$ cat config.mk
export PLATFORM = sky130hd
export DESIGN_NAME = muldiv_sequencer_flat
export DESIGN_NICKNAME = d
export VERILOG_FILES = /design/src/rtl/muldiv_sequencer_if.sv /design/src/rtl/muldiv_sequencer.sv /design/src/flat_wrapper.sv
export SDC_FILE = /design/constraint.sdc
export NUM_CORES = 2
export LEC_CHECK = 0
export BUFFER_PORTS_ARGS = -buffer_cell sky130_fd_sc_hd__buf_2
export CORE_ASPECT_RATIO = 0.7
export CORE_MARGIN = 1
export CORE_UTILIZATION = 60
export CTS_BUF_LIST = sky130_fd_sc_hd__clkbuf_4 sky130_fd_sc_hd__clkbuf_8
export DETAILED_ROUTE_END_ITERATION = 16
export GPL_TIMING_DRIVEN = 0
export MAX_ROUTING_LAYER = met4
export PLACE_DENSITY = 0.86
export RECOVER_POWER = 50
export SYNTH_ARGS = -nofsm -noshare
export SYNTH_HDL_FRONTEND = slang
export SYNTH_SLANG_ARGS = --single-unit
export TNS_END_PERCENT = 100
$ cat constraint.sdc
create_clock -name clk -period 9.33 [get_ports clk]
set_clock_uncertainty 0.1 [all_clocks]
set_input_delay 0 -clock clk [delete_from_list [all_inputs] [get_ports clk]]
set_output_delay 0 -clock clk [all_outputs]
set_load 0.01 [all_outputs]
$ cat src/rtl/muldiv_sequencer_if.sv
// Operation encoding and the issue/result bundle between the decoder/hazard
// logic and the HI/LO multiply/divide sequencer.
package selector;
  typedef enum logic [3:0] {
    NOP   = 4'd0,
    MULT  = 4'd1,
    MULTU = 4'd2,
    MADD  = 4'd3,
    MADDU = 4'd4,
    MSUB  = 4'd5,
    MSUBU = 4'd6,
    MUL   = 4'd7,
    DIV   = 4'd8,
    DIVU  = 4'd9
  } muldiv_funct_t;
endpackage

interface muldiv_sequencer_if;
  logic                    start;
  selector::muldiv_funct_t funct;
  logic [31:0]             rs_val;
  logic [31:0]             rt_val;
  logic                    write_hi;
  logic                    write_lo;
  logic [31:0]             wdata;
  logic                    flush;
  logic                    busy;
  logic                    done;
  logic [31:0]             mul_result;
  logic [31:0]             hi;
  logic [31:0]             lo;

  modport master (
    output start, funct, rs_val, rt_val, write_hi, write_lo, wdata, flush,
    input  busy, done, mul_result, hi, lo
  );

  modport slave (
    input  start, funct, rs_val, rt_val, write_hi, write_lo, wdata, flush,
    output busy, done, mul_result, hi, lo
  );
endinterface

$ cat src/rtl/muldiv_sequencer.sv
// HI/LO multiply/divide sequencer: fixed-latency multiply, 32-step restoring
// divide with sign fix-up, MTHI/MTLO writes and flush cancellation.
module muldiv_sequencer #(
  parameter int unsigned MUL_CYCLES = 4
) (
  input  logic              clk,
  input  logic              reset_n,
  muldiv_sequencer_if.slave bus
);
  import selector::*;

  localparam int unsigned CNT_W    = ($clog2(MUL_CYCLES) > 5) ? $clog2(MUL_CYCLES) : 5;
  localparam logic [CNT_W-1:0] MUL_LOAD = CNT_W'(MUL_CYCLES - 1);
  localparam logic [CNT_W-1:0] DIV_LOAD = CNT_W'(31);

  typedef enum logic [1:0] {
    S_IDLE    = 2'd0,
    S_MUL_RUN = 2'd1,
    S_DIV_RUN = 2'd2,
    S_DIV_FIX = 2'd3
  } state_t;

  state_t          state_q, state_d;
  logic [CNT_W-1:0] cnt_q, cnt_d;
  muldiv_funct_t   funct_q, funct_d;
  logic [31:0]     rs_q, rs_d;
  logic [63:0]     prod_q, prod_d;
  logic [31:0]     rem_q, rem_d;
  logic [31:0]     quo_q, quo_d;
  logic [31:0]     dvsr_q, dvsr_d;
  logic            qneg_q, qneg_d;
  logic            rneg_q, rneg_d;
  logic            dz_q, dz_d;
  logic [31:0]     hi_q, hi_d;
  logic [31:0]     lo_q, lo_d;
  logic [31:0]     mulres_q, mulres_d;
  logic            busy_q, busy_d;
  logic            done_q, done_d;

  logic        is_mul, is_div, is_signed, accept;
  logic [63:0] op_a, op_b, product;
  logic [31:0] dvnd_mag, dvsr_mag;
  logic [32:0] rem_shift;
  logic [33:0] trial;

  // Operation class decode
  always_comb begin
    is_mul    = 1'b0;
    is_div    = 1'b0;
    is_signed = 1'b0;
    case (bus.funct)
      MULT, MADD, MSUB, MUL: begin is_mul = 1'b1; is_signed = 1'b1; end
      MULTU, MADDU, MSUBU:   is_mul = 1'b1;
      DIV:                   begin is_div = 1'b1; is_signed = 1'b1; end
      DIVU:                  is_div = 1'b1;
      default: ;
    endcase
  end

  assign accept = (state_q == S_IDLE) && bus.start && (is_mul || is_div) && !bus.flush;

  // Low 64 bits of the extended product are correct for both signednesses
  assign op_a    = {{32{is_signed & bus.rs_val[31]}}, bus.rs_val};
  assign op_b    = {{32{is_signed & bus.rt_val[31]}}, bus.rt_val};
  assign product = op_a * op_b;

  assign dvnd_mag = (is_signed && bus.rs_val[31]) ? (~bus.rs_val + 32'd1) : bus.rs_val;
  assign dvsr_mag = (is_signed && bus.rt_val[31]) ? (~bus.rt_val + 32'd1) : bus.rt_val;

  // One restoring step: shift in next dividend bit, subtract if it fits
  assign rem_shift = {rem_q, quo_q[31]};
  assign trial     = {1'b0, rem_shift} - {2'b00, dvsr_q};

  always_comb begin
    state_d  = state_q;
    cnt_d    = cnt_q;
    funct_d  = funct_q;
    rs_d     = rs_q;
    prod_d   = prod_q;
    rem_d    = rem_q;
    quo_d    = quo_q;
    dvsr_d   = dvsr_q;
    qneg_d   = qneg_q;
    rneg_d   = rneg_q;
    dz_d     = dz_q;
    hi_d     = hi_q;
    lo_d     = lo_q;
    mulres_d = mulres_q;
    done_d   = 1'b0;

    if (bus.flush) begin
      state_d = S_IDLE;
    end else begin
      case (state_q)
        S_IDLE: begin
          if (accept) begin
            funct_d = bus.funct;
            rs_d    = bus.rs_val;
            if (is_mul) begin
              prod_d  = product;
              cnt_d   = MUL_LOAD;
              state_d = S_MUL_RUN;
            end else begin
              quo_d   = dvnd_mag;
              dvsr_d  = dvsr_mag;
              rem_d   = '0;
              qneg_d  = is_signed && (bus.rs_val[31] ^ bus.rt_val[31]);
              rneg_d  = is_signed && bus.rs_val[31];
              dz_d    = (bus.rt_val == 32'd0);
              cnt_d   = DIV_LOAD;
              state_d = S_DIV_RUN;
            end
          end else begin
            if (bus.write_hi) hi_d = bus.wdata;
            if (bus.write_lo) lo_d = bus.wdata;
          end
        end
        S_MUL_RUN: begin
          if (cnt_q == '0) begin
            state_d = S_IDLE;
            done_d  = 1'b1;
            case (funct_q)
              MULT, MULTU: {hi_d, lo_d} = prod_q;
              MADD, MADDU: {hi_d, lo_d} = {hi_q, lo_q} + prod_q;
              MSUB, MSUBU: {hi_d, lo_d} = {hi_q, lo_q} - prod_q;
              MUL:         mulres_d = prod_q[31:0];
              default: ;
            endcase
          end else begin
            cnt_d = cnt_q - CNT_W'(1);
          end
        end
        S_DIV_RUN: begin
          if (!trial[33]) begin
            rem_d = trial[31:0];
            quo_d = {quo_q[30:0], 1'b1};
          end else begin
            rem_d = rem_shift[31:0];
            quo_d = {quo_q[30:0], 1'b0};
          end
          if (cnt_q == '0) state_d = S_DIV_FIX;
          else             cnt_d   = cnt_q - CNT_W'(1);
        end
        S_DIV_FIX: begin
          state_d = S_IDLE;
          done_d  = 1'b1;
          if (dz_q) begin
            lo_d = 32'hFFFF_FFFF;
            hi_d = rs_q;
          end else begin
            lo_d = qneg_q ? (~quo_q + 32'd1) : quo_q;
            hi_d = rneg_q ? (~rem_q + 32'd1) : rem_q;
          end
        end
        default: state_d = S_IDLE;
      endcase
    end
  end

  assign busy_d = (state_d != S_IDLE);

  always_ff @(posedge clk or negedge reset_n) begin
    if (!reset_n) begin
      state_q  <= S_IDLE;
      cnt_q    <= '0;
      funct_q  <= NOP;
      rs_q     <= '0;
      prod_q   <= '0;
      rem_q    <= '0;
      quo_q    <= '0;
      dvsr_q   <= '0;
      qneg_q   <= 1'b0;
      rneg_q   <= 1'b0;
      dz_q     <= 1'b0;
      hi_q     <= '0;
      lo_q     <= '0;
      mulres_q <= '0;
      busy_q   <= 1'b0;
      done_q   <= 1'b0;
    end else begin
      state_q  <= state_d;
      cnt_q    <= cnt_d;
      funct_q  <= funct_d;
      rs_q     <= rs_d;
      prod_q   <= prod_d;
      rem_q    <= rem_d;
      quo_q    <= quo_d;
      dvsr_q   <= dvsr_d;
      qneg_q   <= qneg_d;
      rneg_q   <= rneg_d;
      dz_q     <= dz_d;
      hi_q     <= hi_d;
      lo_q     <= lo_d;
      mulres_q <= mulres_d;
      busy_q   <= busy_d;
      done_q   <= done_d;
    end
  end

  assign bus.busy       = busy_q;
  assign bus.done       = done_q;
  assign bus.mul_result = mulres_q;
  assign bus.hi         = hi_q;
  assign bus.lo         = lo_q;

endmodule

$ cat src/flat_wrapper.sv
// flat-port wrapper written by rule: the top's interface ports become plain ports
module muldiv_sequencer_flat import selector::*;
#(
  parameter int unsigned MUL_CYCLES = 4
)
  (clk, reset_n, bus_start, bus_funct, bus_rs_val, bus_rt_val, bus_write_hi, bus_write_lo, bus_wdata, bus_flush, bus_busy, bus_done, bus_mul_result, bus_hi, bus_lo);
  muldiv_sequencer_if bus_i ();
  input  logic clk;
  input  logic reset_n;
  input wire logic [$bits(bus_i.start)-1:0] bus_start;
  input wire logic [$bits(bus_i.funct)-1:0] bus_funct;
  input wire logic [$bits(bus_i.rs_val)-1:0] bus_rs_val;
  input wire logic [$bits(bus_i.rt_val)-1:0] bus_rt_val;
  input wire logic [$bits(bus_i.write_hi)-1:0] bus_write_hi;
  input wire logic [$bits(bus_i.write_lo)-1:0] bus_write_lo;
  input wire logic [$bits(bus_i.wdata)-1:0] bus_wdata;
  input wire logic [$bits(bus_i.flush)-1:0] bus_flush;
  output wire logic [$bits(bus_i.busy)-1:0] bus_busy;
  output wire logic [$bits(bus_i.done)-1:0] bus_done;
  output wire logic [$bits(bus_i.mul_result)-1:0] bus_mul_result;
  output wire logic [$bits(bus_i.hi)-1:0] bus_hi;
  output wire logic [$bits(bus_i.lo)-1:0] bus_lo;
  assign bus_i.start = bus_start;
  assign bus_i.funct = bus_funct;
  assign bus_i.rs_val = bus_rs_val;
  assign bus_i.rt_val = bus_rt_val;
  assign bus_i.write_hi = bus_write_hi;
  assign bus_i.write_lo = bus_write_lo;
  assign bus_i.wdata = bus_wdata;
  assign bus_i.flush = bus_flush;
  assign bus_busy = bus_i.busy;
  assign bus_done = bus_i.done;
  assign bus_mul_result = bus_i.mul_result;
  assign bus_hi = bus_i.hi;
  assign bus_lo = bus_i.lo;
  muldiv_sequencer #(.MUL_CYCLES(MUL_CYCLES)) u_core (.clk(clk), .reset_n(reset_n), .bus(bus_i));
endmodule
Word-level counts from Yosys, hierarchy flattened
Cells that the tools add are included.
{"block": "totals", "register_bits": 304, "input_bits": 106, "output_inout_bits": 98, "word_cells": 131}
{"block": "classes", "add_sub_neg": 8, "n_mul": 1, "n_eq_ne": 27, "mux": 40, "bitwise_logic": 9, "n_reduce_logical": 30}
{"operator": "$mux 32", "n": 17}
{"operator": "$pmux 32 s3", "n": 4}
{"operator": "$add 32x1->32 const B", "n": 4}
{"operator": "$not 32->32", "n": 4}
{"operator": "$pmux 32 s2", "n": 2}
{"operator": "$add 64x64->64", "n": 1}
{"operator": "$mul 33x33->64", "n": 1}
{"operator": "$sub 64x64->64", "n": 1}
{"operator": "$sub 33x32->34", "n": 1}
{"operator": "$eq 4x3->1 const B", "n": 8}
{"operator": "$logic_not 32->1", "n": 1}
{"operator": "$reduce_and 4->1", "n": 5}
{"operator": "$eq 4x2->1 const B", "n": 4}
{"operator": "$mux 5", "n": 3}
{"operator": "$reduce_and 6->1", "n": 2}
{"operator": "$mux 2", "n": 5}
{"operator": "$ne 2x2->1 const B", "n": 5}
{"operator": "$pmux 5 s2", "n": 1}
{"operator": "$reduce_or 2->1", "n": 5}
{"operator": "$eq 4x1->1 const B", "n": 2}
{"operator": "$eq 4x4->1 const B", "n": 2}
{"operator": "$pmux 2 s4", "n": 1}
{"operator": "$reduce_or 7->1", "n": 1}
{"operator": "$logic_and 1x1->1", "n": 6}
{"operator": "other kinds (18)", "n": 29}

Depth between registers and ports, before layout
{"block": "depth", "word_depth": 10, "mapped_depth": 36, "depth_no_buf": 33}

Least setup slack after synthesis
Ideal clock, no wire load.
{"block": "synth_path", "kind": "input to register", "from": "input bus_funct[1]", "to": "register u_core.prod_q[63]", "setup_time_ns": 0.133, "arrival_ns": 8.735, "required_ns": 9.097, "slack_ns": 0.362, "path_stages": 32, "path_buffers": 2, "cell_sequence": "nor2_1 nand2_1 mux2i_1 and2_1 clkbuf_1 buf_1 nand2_1 inv_1 fa_1 fa_1 fa_1 inv_1 fa_1 inv_1 fa_1 fa_1 inv_1 fa_1 fa_1 inv_1 ha_1 and4_1 nand2_1 nor3_1 nand2_1 or3b_2 and2_1 o21ai_0 a41oi_1 a21oi_1 xnor2_1 o21ai_0"}
{"block": "synth_via", "elab_chain_len": 7, "elab_cells_between_ends": 22, "classes_between": "mul (1); eq/ne (9); mux (3); bitwise (2); reduce/logical (7)"}
{"item": "from (decl)", "line_no": "flat_wrapper.sv:11", "rtl": "input wire logic [$bits(bus_i.funct)-1:0] bus_funct;"}
{"item": "parallel branches: the longest is 7 deep, another holds $mul 33x33->64"}
{"item": "to (signal assigned)", "line_no": "muldiv_sequencer.sv:185", "rtl": "prod_q <= prod_d;"}
{"item": "to (decl)", "line_no": "muldiv_sequencer.sv:27", "rtl": "logic [63:0] prod_q, prod_d;"}
Parallel ways; which one is timed is not known.
A chain may end at the register's enable or synchronous reset.

Worst setup path in the final report
{"block": "layout_path", "from": "input bus_funct[2]", "to": "register u_core.prod_q[62]"}
Same word-level chain as after synthesis.

==> flow_summary.toml <==
[global_route]
gr-usage-all-layers_pct = 52.71
global_route_overflow = 0
first_pass_grt_wire_length_mm = 391.3
pin_count_of_the_biggest_net_entering_global_routing = 115
antenna_found_initial = 44
grt_pass1_vias = 57678

[synthesis]
synth_top_area_share_pct = 35.43
synth_area_per_cell_um2 = 8.475
synth-edff-count = 0
netlist_top_cells_area = "sky130_fd_sc_hd__fa_1, sky130_fd_sc_hd__dfrtp_1, sky130_fd_sc_hd__inv_1"
sequential_to_total_area_share_from_yosys_stat_pct = 11.93
syn_area_um2 = 63740
yosys.cell_count.top_type = "sky130_fd_sc_hd__inv_1"
syn_nets = 9136
netlist_cell_types = 82
yosys_register_bits = 304
synthesis.instances = 7521
synth.top_cells.by_count = "sky130_fd_sc_hd__inv_1, sky130_fd_sc_hd__fa_1, sky130_fd_sc_hd__nand2_1, sky130_fd_sc_hd__clkbuf_1, sky130_fd_sc_hd__o21ai_0"
async_reset_ff_share_pct = 100.0
synth_top_cell_by_area = "sky130_fd_sc_hd__fa_1"
yosys_most_used_dff = "sky130_fd_sc_hd__dfrtp_1"
yosys_warnings = 0

[setup_path]
path_common_cell = "sky130_fd_sc_hd__fa_1"
slowest_stage_cell_cp = "sky130_fd_sc_hd__fa_2"
critical_path.max_stage_delay_ns = 0.74
required_ns = 9.75
crit_path_start_kind = "input pin"
timing.critical_path.arrival_ns = 9.81
critical_path.max_fanout = 10
critical_path.endpoint_type = "flop"
setup.worst_path.class = "in2reg"

[run]
drv.max_cap_violation_count = 5

[timing]
worst_slew_margin_rel_pct = -270.3
max_freq_mhz = 106.5
hold_ws_ns = 0.006885
post-route-min-period_ns = 9.388
slew_viol_final = 312
postLayoutSetupSlackWorst_ns = -0.05790
layout_worst_path_cycle_share_pct = 100.6
final_hold_viol_count = 0
worst_slew_pin_slew_ns = 5.554
setup_viol_count_final = 1

[clock_network]
clk_pin_slew_ns = 0.08
cts_tree = "built"
cts_bufs_inserted = 41
clock_tree.buffer_depth = 3
clock_tree.htree_level_count = 2
insertion_delay_ns = 0.64
clockRootBuffer = "sky130_fd_sc_hd__clkbuf_8"
cts.sinks = 304

[final_layout]
final_layout_size_suffix_gt1_share_pct = 5.059
stdcell_area_um2 = 68530
final_nets = 9414
area.growth.synth_to_final_pct = 7.510
fin_util_pct = 65.40

[routing]
avgRoutedWirePerCell_um = 29.77
drt-total-wl_mm = 277.3
num_vias = 60504
drc = 0
post_drt_via_cell_ratio = 6.495
dr.pass1.iters = 14
detailedRoute.firstIterationViolations = 9750
detail-route-antenna-nets = 0

[floorplan]
die_area_um2 = 107600
top_level_ports = 204
num_rows = 99
fp.coreArea_um2 = 104800
initial_core_util_pct = 60.83
die_h_um = 274.7
die_width_um = 391.6

[placed_design]
dp.final_hpwl_mm = 224.2
port_buffers = 156
finalWeightedCongestion = 1.151
placement.cell_area_um2 = 66380
minimum_setup_slack_after_placement_ns = -3.932

[status]
violations = "capacitance limit, slew limit, setup timing"
result_of_the_run = "complete, but fails checks"

[worst_hold_path]
worstHoldPathType = "in2reg"
[kinds of logic (layout without fill, tap and decap cells)]
kind of cell,after synthesis,after routing,share of synthesized area (%)
AOI/OAI and AO/OA,1363,1363,13.41
adders and majority gates,1509,1509,42.91
buffers and inverters,1797,2104,10.59
and+or+nand+nor,2185,2185,15.86
DFF,304,304,11.93
other,0,74,0
xor gates and xnor gates,279,279,3.834
muxes,84,84,1.462
[state kept, by name, indices dropped and copies added (netlist names), 5 cells and up]
name	count
u_core.rem_q	32
u_core.rs_q	32
u_core.prod_q	64
u_core.dvsr_q	32
u_core.bus.hi	32
u_core.bus.mul_result	32
u_core.quo_q	32
u_core.cnt_q	5
u_core.bus.lo	32
[repair_timing]
action                                 CTS  global route
buffers inserted                        13             3
resized for setup                       86           180
endpoints found under the hold margin  284             5
pin swaps                                4             9
cloned                                   0             0
setup endpoints to repair               29            18
hold buffers                            70             5
[through the flow]
stage | std cells | setup TNS [ns]
after floorplan | 7521 | 0
after global placement | 9091 | -65.27
after detailed placement | 9095 | -66.11
after CTS | 9240 | 0
after global routing | 9301 | -0.05648
final | 9316 | -0.05790
[routing by layer]
layer | track usage, % | vias to the layer above | wire, um
li1 | - | 24427 | -
met1 | 70.14 | 29754 | 105400
met2 | 63.81 | 5303 | 101100
met3 | 30.16 | 1020 | 55510
met4 | 21.92 | 0 | 15330
met5 | - | - | 0
[layout make-up]
class / count / area, um^2
Antenna cell: 74 / 185.2
Fill cell: 8956 / 36260
Clock buffer: 63 / 773.2
Buffer: 458 / 1939
Sequential cell: 304 / 7607
Inverter: 1322 / 4966
Tap cell: 1414 / 1769
Multi-Input combinational cell: 5420 / 49570
Clock inverter: 9 / 173.9
Timing Repair Buffer: 252 / 1550
[worst max-delay path: cells and delay by family]
family	cells	cell delay (ns)
buf+inv	9	1.71
mux	1	0.27
fa+ha+maj	9	4.76
simple gates	8	1.68
compound gates	7	1.36
[placed cells by master, fill, tap and decap left out, types with 19 or more instances in the layout]
| cell type | instances |
|---|---|
| sky130_fd_sc_hd__a21o_1 | 73 |
| sky130_fd_sc_hd__and3_1 | 31 |
| sky130_fd_sc_hd__dlygate4sd3_1 | 74 |
| sky130_fd_sc_hd__nor4_1 | 43 |
| sky130_fd_sc_hd__nor2b_1 | 28 |
| sky130_fd_sc_hd__a221oi_1 | 57 |
| sky130_fd_sc_hd__nand3_1 | 53 |
| sky130_fd_sc_hd__o31ai_1 | 66 |
| sky130_fd_sc_hd__buf_2 | 61 |
| sky130_fd_sc_hd__diode_2 | 74 |
| sky130_fd_sc_hd__o221ai_1 | 21 |
| sky130_fd_sc_hd__nand4_1 | 38 |
| sky130_fd_sc_hd__clkbuf_1 | 411 |
| sky130_fd_sc_hd__mux2_2 | 73 |
| sky130_fd_sc_hd__o22ai_1 | 24 |
| sky130_fd_sc_hd__o21bai_1 | 62 |
| sky130_fd_sc_hd__nor3_1 | 51 |
| sky130_fd_sc_hd__nand2_1 | 1057 |
| sky130_fd_sc_hd__inv_1 | 1314 |
| sky130_fd_sc_hd__a221o_1 | 20 |
| sky130_fd_sc_hd__xnor2_1 | 174 |
| sky130_fd_sc_hd__nand2b_1 | 41 |
| sky130_fd_sc_hd__nor2_1 | 359 |
| sky130_fd_sc_hd__buf_4 | 19 |
| sky130_fd_sc_hd__clkbuf_8 | 49 |
| sky130_fd_sc_hd__o21a_1 | 22 |
| sky130_fd_sc_hd__fa_1 | 1123 |
| sky130_fd_sc_hd__clkbuf_4 | 19 |
| sky130_fd_sc_hd__o21ai_0 | 386 |
| sky130_fd_sc_hd__a31oi_1 | 30 |
| sky130_fd_sc_hd__buf_1 | 35 |
| sky130_fd_sc_hd__xor2_1 | 105 |
| sky130_fd_sc_hd__a211oi_1 | 23 |
| sky130_fd_sc_hd__and2_1 | 381 |
| sky130_fd_sc_hd__dfrtp_1 | 304 |
| sky130_fd_sc_hd__clkbuf_2 | 96 |
| sky130_fd_sc_hd__a21oi_1 | 385 |
| sky130_fd_sc_hd__a22oi_1 | 25 |
| sky130_fd_sc_hd__or4_1 | 23 |
| sky130_fd_sc_hd__ha_1 | 380 |
[final timing paths]
check	slack, ns	from	endpoint	cells past startpoint
min in group asynchronous	2.48	reset_n	u_core.bus.mul_result[0]	4
hold / removal	0.007	bus_rs_val[10]	u_core.rs_q[10]	2
hold reg to reg	0.39	u_core.dvsr_q[14]	u_core.dvsr_q[14]	2
setup / recovery	-0.06	bus_funct[2]	u_core.prod_q[62]	34
setup reg to reg	2.73	u_core.prod_q[2]	u_core.bus.hi[24]	15
max in group asynchronous	1.33	reset_n	u_core.rs_q[26]	5
Power is not shown: default switching activity piles up to over one toggle a cycle in this logic, so the estimate is an artifact.
